[src/rtl/bitonic_result_serializer_pkg.sv]
// Shared sorter parameters: default element width and vector size used by the
// bitonic sorter result path.
package bitonic_result_serializer_pkg;

    // log2 of the number of elements in one sorted vector
    localparam int SORTER_LOG_INPUT_NUM = 4;
    // width of one sorted element
    localparam int SORTER_DATA_WIDTH    = 8;

endpackage

[src/rtl/bitonic_result_serializer_vector_fifo2.sv]
// Two-entry FIFO holding whole sorted vectors. A push is accepted when a slot
// is free, or when the FIFO is full and the head is popped in the same cycle.
module vector_fifo2
    import bitonic_result_serializer_pkg::*;
#(
    parameter int WIDTH = SORTER_DATA_WIDTH * (2 ** SORTER_LOG_INPUT_NUM)
) (
    input  logic             clk,
    input  logic             rst,
    input  logic             push,
    input  logic             pop,
    input  logic [WIDTH-1:0] din,
    output logic [WIDTH-1:0] head,
    output logic             full,
    output logic             empty,
    output logic [1:0]       count
);

    typedef enum logic [1:0] {
        EMPTY = 2'd0,
        ONE   = 2'd1,
        TWO   = 2'd2
    } occ_t;

    occ_t             state_q, state_d;
    logic             rd_ptr_q, rd_ptr_d;
    logic             wr_ptr;
    logic             push_ok, pop_ok;
    logic [WIDTH-1:0] mem_q [2];

    // Accept/pop qualification, write slot selection and next occupancy.
    always_comb begin
        pop_ok   = pop && (state_q != EMPTY);
        push_ok  = push && ((state_q != TWO) || pop_ok);
        // With one entry the free slot is the other one; when empty, or full
        // with a simultaneous pop, the slot under the read pointer is free.
        wr_ptr   = (state_q == ONE) ? ~rd_ptr_q : rd_ptr_q;
        rd_ptr_d = pop_ok ? ~rd_ptr_q : rd_ptr_q;
        state_d  = state_q;
        unique case (state_q)
            EMPTY: if (push_ok)             state_d = ONE;
            ONE: begin
                if (push_ok && !pop_ok)     state_d = TWO;
                else if (pop_ok && !push_ok) state_d = EMPTY;
            end
            TWO:   if (pop_ok && !push_ok)  state_d = ONE;
            default:                        state_d = EMPTY;
        endcase
    end

    // Occupancy state and read pointer.
    always_ff @(posedge clk) begin
        if (rst) begin
            state_q  <= EMPTY;
            rd_ptr_q <= 1'b0;
        end else begin
            state_q  <= state_d;
            rd_ptr_q <= rd_ptr_d;
        end
    end

    // Vector storage; contents are meaningless while the slot is unoccupied.
    always_ff @(posedge clk) begin
        if (push_ok) begin
            mem_q[wr_ptr] <= din;
        end
    end

    assign head  = mem_q[rd_ptr_q];
    assign full  = (state_q == TWO);
    assign empty = (state_q == EMPTY);
    assign count = state_q;

endmodule

[src/rtl/bitonic_result_serializer.sv]
// Serializes sorted vectors from the bitonic sorter into a valid/ready element
// stream, element 0 first, with a two-vector buffer and a sticky drop flag.
module bitonic_result_serializer
    import bitonic_result_serializer_pkg::*;
#(
    parameter int LOG_INPUT_NUM = SORTER_LOG_INPUT_NUM,
    parameter int DATA_WIDTH    = SORTER_DATA_WIDTH
) (
    input  logic                                    clk,
    input  logic                                    rst,
    input  logic                                    x_valid,
    input  logic [DATA_WIDTH*(2**LOG_INPUT_NUM)-1:0] x,
    output logic [DATA_WIDTH-1:0]                   m_data,
    output logic                                    m_valid,
    input  logic                                    m_ready,
    output logic                                    m_last,
    output logic [LOG_INPUT_NUM-1:0]                m_index,
    output logic                                    overflow,
    output logic                                    busy
);

    localparam int N  = 2 ** LOG_INPUT_NUM;
    localparam int VW = DATA_WIDTH * N;
    localparam logic [LOG_INPUT_NUM-1:0] LAST_IDX = LOG_INPUT_NUM'(N - 1);

    logic [VW-1:0]            head;
    logic                     fifo_full, fifo_empty;
    logic [1:0]               fifo_count;
    logic                     push, pop, xfer, drop;
    logic [LOG_INPUT_NUM-1:0] index_q, index_d;
    logic                     overflow_q, overflow_d;
    logic [DATA_WIDTH-1:0]    elem [N];

    vector_fifo2 #(
        .WIDTH (VW)
    ) u_fifo (
        .clk   (clk),
        .rst   (rst),
        .push  (push),
        .pop   (pop),
        .din   (x),
        .head  (head),
        .full  (fifo_full),
        .empty (fifo_empty),
        .count (fifo_count)
    );

    // Handshake decode; the index wraps to 0 on its own after the last element.
    always_comb begin
        xfer       = !fifo_empty && m_ready;
        pop        = xfer && (index_q == LAST_IDX);
        push       = x_valid && !rst;
        drop       = x_valid && fifo_full && !pop;
        index_d    = xfer ? index_q + LOG_INPUT_NUM'(1) : index_q;
        overflow_d = overflow_q | drop;
    end

    // Element index within the head vector and the sticky overflow flag.
    always_ff @(posedge clk) begin
        if (rst) begin
            index_q    <= '0;
            overflow_q <= 1'b0;
        end else begin
            index_q    <= index_d;
            overflow_q <= overflow_d;
        end
    end

    // Split the head vector into its elements for the output mux.
    for (genvar gi = 0; gi < N; gi++) begin : g_elem
        assign elem[gi] = head[DATA_WIDTH*gi +: DATA_WIDTH];
    end

    assign m_data   = elem[index_q];
    assign m_valid  = !fifo_empty;
    assign m_index  = index_q;
    assign m_last   = !fifo_empty && (index_q == LAST_IDX);
    assign busy     = (fifo_count != 2'd0);
    assign overflow = overflow_q;

endmodule
[config.mk]
export PLATFORM = sky130hd
export DESIGN_NAME = bitonic_result_serializer
export DESIGN_NICKNAME = d
export VERILOG_FILES = /design/src/rtl/bitonic_result_serializer_pkg.sv /design/src/rtl/bitonic_result_serializer_vector_fifo2.sv /design/src/rtl/bitonic_result_serializer.sv
export SDC_FILE = /design/constraint.sdc
export NUM_CORES = 1
export LEC_CHECK = 0
export ABC_CLOCK_PERIOD_IN_PS = 20100
export CORE_MARGIN = 2
export CORE_UTILIZATION = 47
export CTS_CLUSTER_SIZE = 25
export DETAILED_ROUTE_END_ITERATION = 12
export PLACE_DENSITY = 0.7
export REMOVE_ABC_BUFFERS = 1
export SYNTH_ARGS = -nofsm -noshare
export SYNTH_HDL_FRONTEND = slang
export SYNTH_HIERARCHICAL = 1
export SYNTH_SLANG_ARGS = --single-unit
[constraint.sdc]
create_clock -name clk -period 20.1 [get_ports clk]
set_clock_uncertainty 0.2 [all_clocks]
set_input_delay 6.03 -clock clk [delete_from_list [all_inputs] [get_ports clk]]
set_output_delay 6.03 -clock clk [all_outputs]
set_load 0.01 [all_outputs]
==> reports/metrics.cfg <==
[run_status]
outcome = finished, final reports clean

[clocking]
root_buffer = clkbuf_16
cts_setup_buffers = 0
cts.clk_slew.worst_paths_ps = 60
worstSkewPairLatency_ps = 540
ctsHoldBuffers = 0
cts_made_buffers = 28
clock_path_buffers = 3
cts_tree = yes
htree_levels = 1
clock-sinks = 265
cts_resized = 0

[floorplanning]
dieArea_um2 = 24100
pin_count = 148
dieWidth_um = 155
core_um2 = 22600
row_count = 55
start_util = 0.476
die_y_um = 155

[detailed_routing]
drc_errors = 0
viasPerCell = 5.44
wl_per_cell_um = 21.1
first_pass_iters = 5
routed_wl_um = 20900
drtIter0Drc = 382
final_antenna_net_count = 0
vias = 5396

[worst_setup_path]
r2r_setup_slack_ps = 15760
setup.worst_path.end = m_data[1]
critPathLaunchType = flip-flop
rr_worst_depth = 8
slowest_delay_ps = 940
cp.arrival_ps = 4050
path_class = reg -> out
timing.rr.start = m_index[1]$_SDFFE_PP0P_
worstPathCellList = buf_4 > mux2_2 > mux4_1 > a22oi_1 > nand2_1 > clkdlybuf4s50_1
cp_max_fo = 94
crit_slowest_cell = buf_4
end_kind = output port
rr_endpoint = u_fifo/mem_q[0][88]$_DFFE_PP_
crit_required_ps = 13870

[min_path]
min_path_type = reg -> reg
hold_path_depth = 2

[cells_and_area]
drive_above_1_share = 0.291
filler_cell_count = 1671
final_nets = 818
final_core_util = 0.593
seqCellArea_um2 = 7870
multiInputGateArea_um2 = 2650
diodes = 0
area_growth_pct = 24.3

[power_and_ir_drop]
p_int_w = 0.000977
power_switching_w = 0.000238
combinationalPowerShare = 0.059
peakVddDrop_uv = 71.8
p_sw_frac = 0.196
power_density_nw_per_um2 = 90.8
p_leak_nw = 4.32
power_frac_clock = 0.421
pwr-share-seq = 0.520

[global_routing]
overflow = 0
antenna_found_initial = 0
grt_max_degree = 95
grt_pass1_vias = 5736
grt_first_pass_wirelength_um = 31300
grt_util_all_layers = 0.172

[sta]
max_freq_ghz = 0.0973
max_slew_margin = 0.169
rsz0062_at_grt = no
fin_crit_sh = 0.511
hold_viol = 0
worstMarginPinSlew_ps = 1250
setup_viol = 0
period_needed_ps = 10280
setup_tns_ps = 0
slew_viol_final = 0

[synthesis]
synth-seq-cells = 265
synth_area_um2 = 10800
ys_types = 32
syn_avg_cell_area_um2 = 20.6
synth_warnings = 6
synth_cells = 523
ys_seq_area_frac = 0.732

[placement]
dpl.hpwl_um = 12900
io_buffers = 147
place.gp.congestion = 0.768

[run]
cap_violations = 0

state kept, by name, summed over array words and instances (netlist names), named ones only:
name,count
u_fifo/rd_ptr_q,1
overflow,1
u_fifo/mem_q,256
u_fifo/count,2
m_index,4
cell type report:
cell class | instances | share of cell area
multi-input combinational | 230 | 0.198
inverter | 3 | 0.000842
clock inverter | 21 | 0.0165
clock buffer | 31 | 0.0532
tap | 285 | 0.0267
sequential | 265 | 0.589
timing repair buffer | 157 | 0.116
worst max-delay path, delay by kind of cell (launching register included):
| kind | cells | cell delay, ps |
|---|---|---|
| buf+inv | 2 | 1460 |
| compound gates | 1 | 260 |
| flops | 1 | 640 |
| mux | 2 | 930 |
| simple gates | 1 | 70 |
worst min-delay path by stage:
stage                                   start                  end  slack [ps]
after CTS                 overflow$_SDFF_PP0_  overflow$_SDFF_PP0_         250
after floorplan           overflow$_SDFF_PP0_  overflow$_SDFF_PP0_         260
final                     overflow$_SDFF_PP0_  overflow$_SDFF_PP0_         240
after global routing      overflow$_SDFF_PP0_  overflow$_SDFF_PP0_         250
after detailed placement  overflow$_SDFF_PP0_  overflow$_SDFF_PP0_         240
after global placement    overflow$_SDFF_PP0_  overflow$_SDFF_PP0_         240
cells in the final DEF (no fill, tap or decap), types with 2 or more instances in the layout:
| cell type | instances |
|---|---|
| edfxtp_1 | 256 |
| clkdlybuf4s50_1 | 147 |
| mux2_2 | 128 |
| clkbuf_16 | 28 |
| mux4_2 | 19 |
| a22oi_1 | 16 |
| mux4_1 | 13 |
| nand2_1 | 11 |
| buf_4 | 10 |
| nor2_1 | 7 |
| clkinv_1 | 7 |
| nor2b_1 | 6 |
| dfxtp_1 | 6 |
| clkinv_2 | 5 |
| nand2b_1 | 4 |
| a21oi_1 | 4 |
| bufinv_16 | 4 |
| inv_1 | 3 |
| xor2_1 | 3 |
| o21ai_0 | 3 |
| clkbuf_1 | 3 |
| or2_2 | 2 |
| nor3b_1 | 2 |
| clkinvlp_4 | 2 |
| dfxtp_2 | 2 |
power by group through the flow:
stage | clock network (W) | logic (W) | registers (W)
after floorplan | 0 | 0.0000268 | 0.000646
after global placement | 0 | 0.0000694 | 0.000642
after detailed placement | 0 | 0.0000722 | 0.000644
after CTS | 0.000524 | 0.0000725 | 0.000632
after global routing | 0.000546 | 0.0000767 | 0.000633
final | 0.000511 | 0.0000715 | 0.000632
per-stage QoR:
step                      hold WS, ps  area (µm²)  cells  total power, W  setup WS, ps
after global routing              254       13400    992         0.00126          9600
after CTS                         247       13400    992         0.00123          9790
after floorplan                   263       10500    498        0.000673          7130
final                             241       13400    992         0.00121          9820
after global placement            236       12400    940        0.000712         10440
after detailed placement          237       12400    940        0.000716         10330
routing by layer:
layer  vias up  wire (µm)  GRT usage
met5         -          0          0
met4         0        417     0.0481
met3        30       1010     0.0267
met2       153      10900      0.304
met1      2741       8530      0.222
li1       2472          -          -
logic make-up (layout without fill, tap and decap cells):
kind of cell,count (synthesis),after routing,share of synthesized area
simple gates,38,38,0.0179
xor+xnor,4,4,0.00326
buf+inv,28,212,0.0231
fa+ha+maj,1,1,0.00116
compound gates,26,26,0.0165
flops,265,265,0.732
mux,161,161,0.206
Yosys cell counts:
cell	count	area [µm²]
edfxtp_1	256	7690
mux2_2	128	1440
mux4_2	19	428
a22oi_1	16	120
buf_6	16	180
mux4_1	13	342
nand2_1	11	41.3
dfxtp_1	9	180
nor2_1	8	30.0
nor2b_1	7	43.8
a21oi_1	4	20.0
nand2b_1	4	25.0
buf_2	3	15.0
clkbuf_1	3	11.3
inv_1	3	11.3
o21ai_0	3	15.0
xor2_1	3	26.3
nor3b_1	2	15.0
or2_2	2	12.5
and2_1	1	6.26
buf_1	1	3.75
buf_12	1	20.0
buf_4	1	7.51
ha_1	1	12.5
mux2i_1	1	10.0
nand3_1	1	5.00
nand3b_1	1	7.51
o211ai_1	1	7.51
o22ai_1	1	6.26
o32ai_1	1	8.76
or3_1	1	6.26
xnor2_1	1	8.76
(Power assumes the default switching activity.)
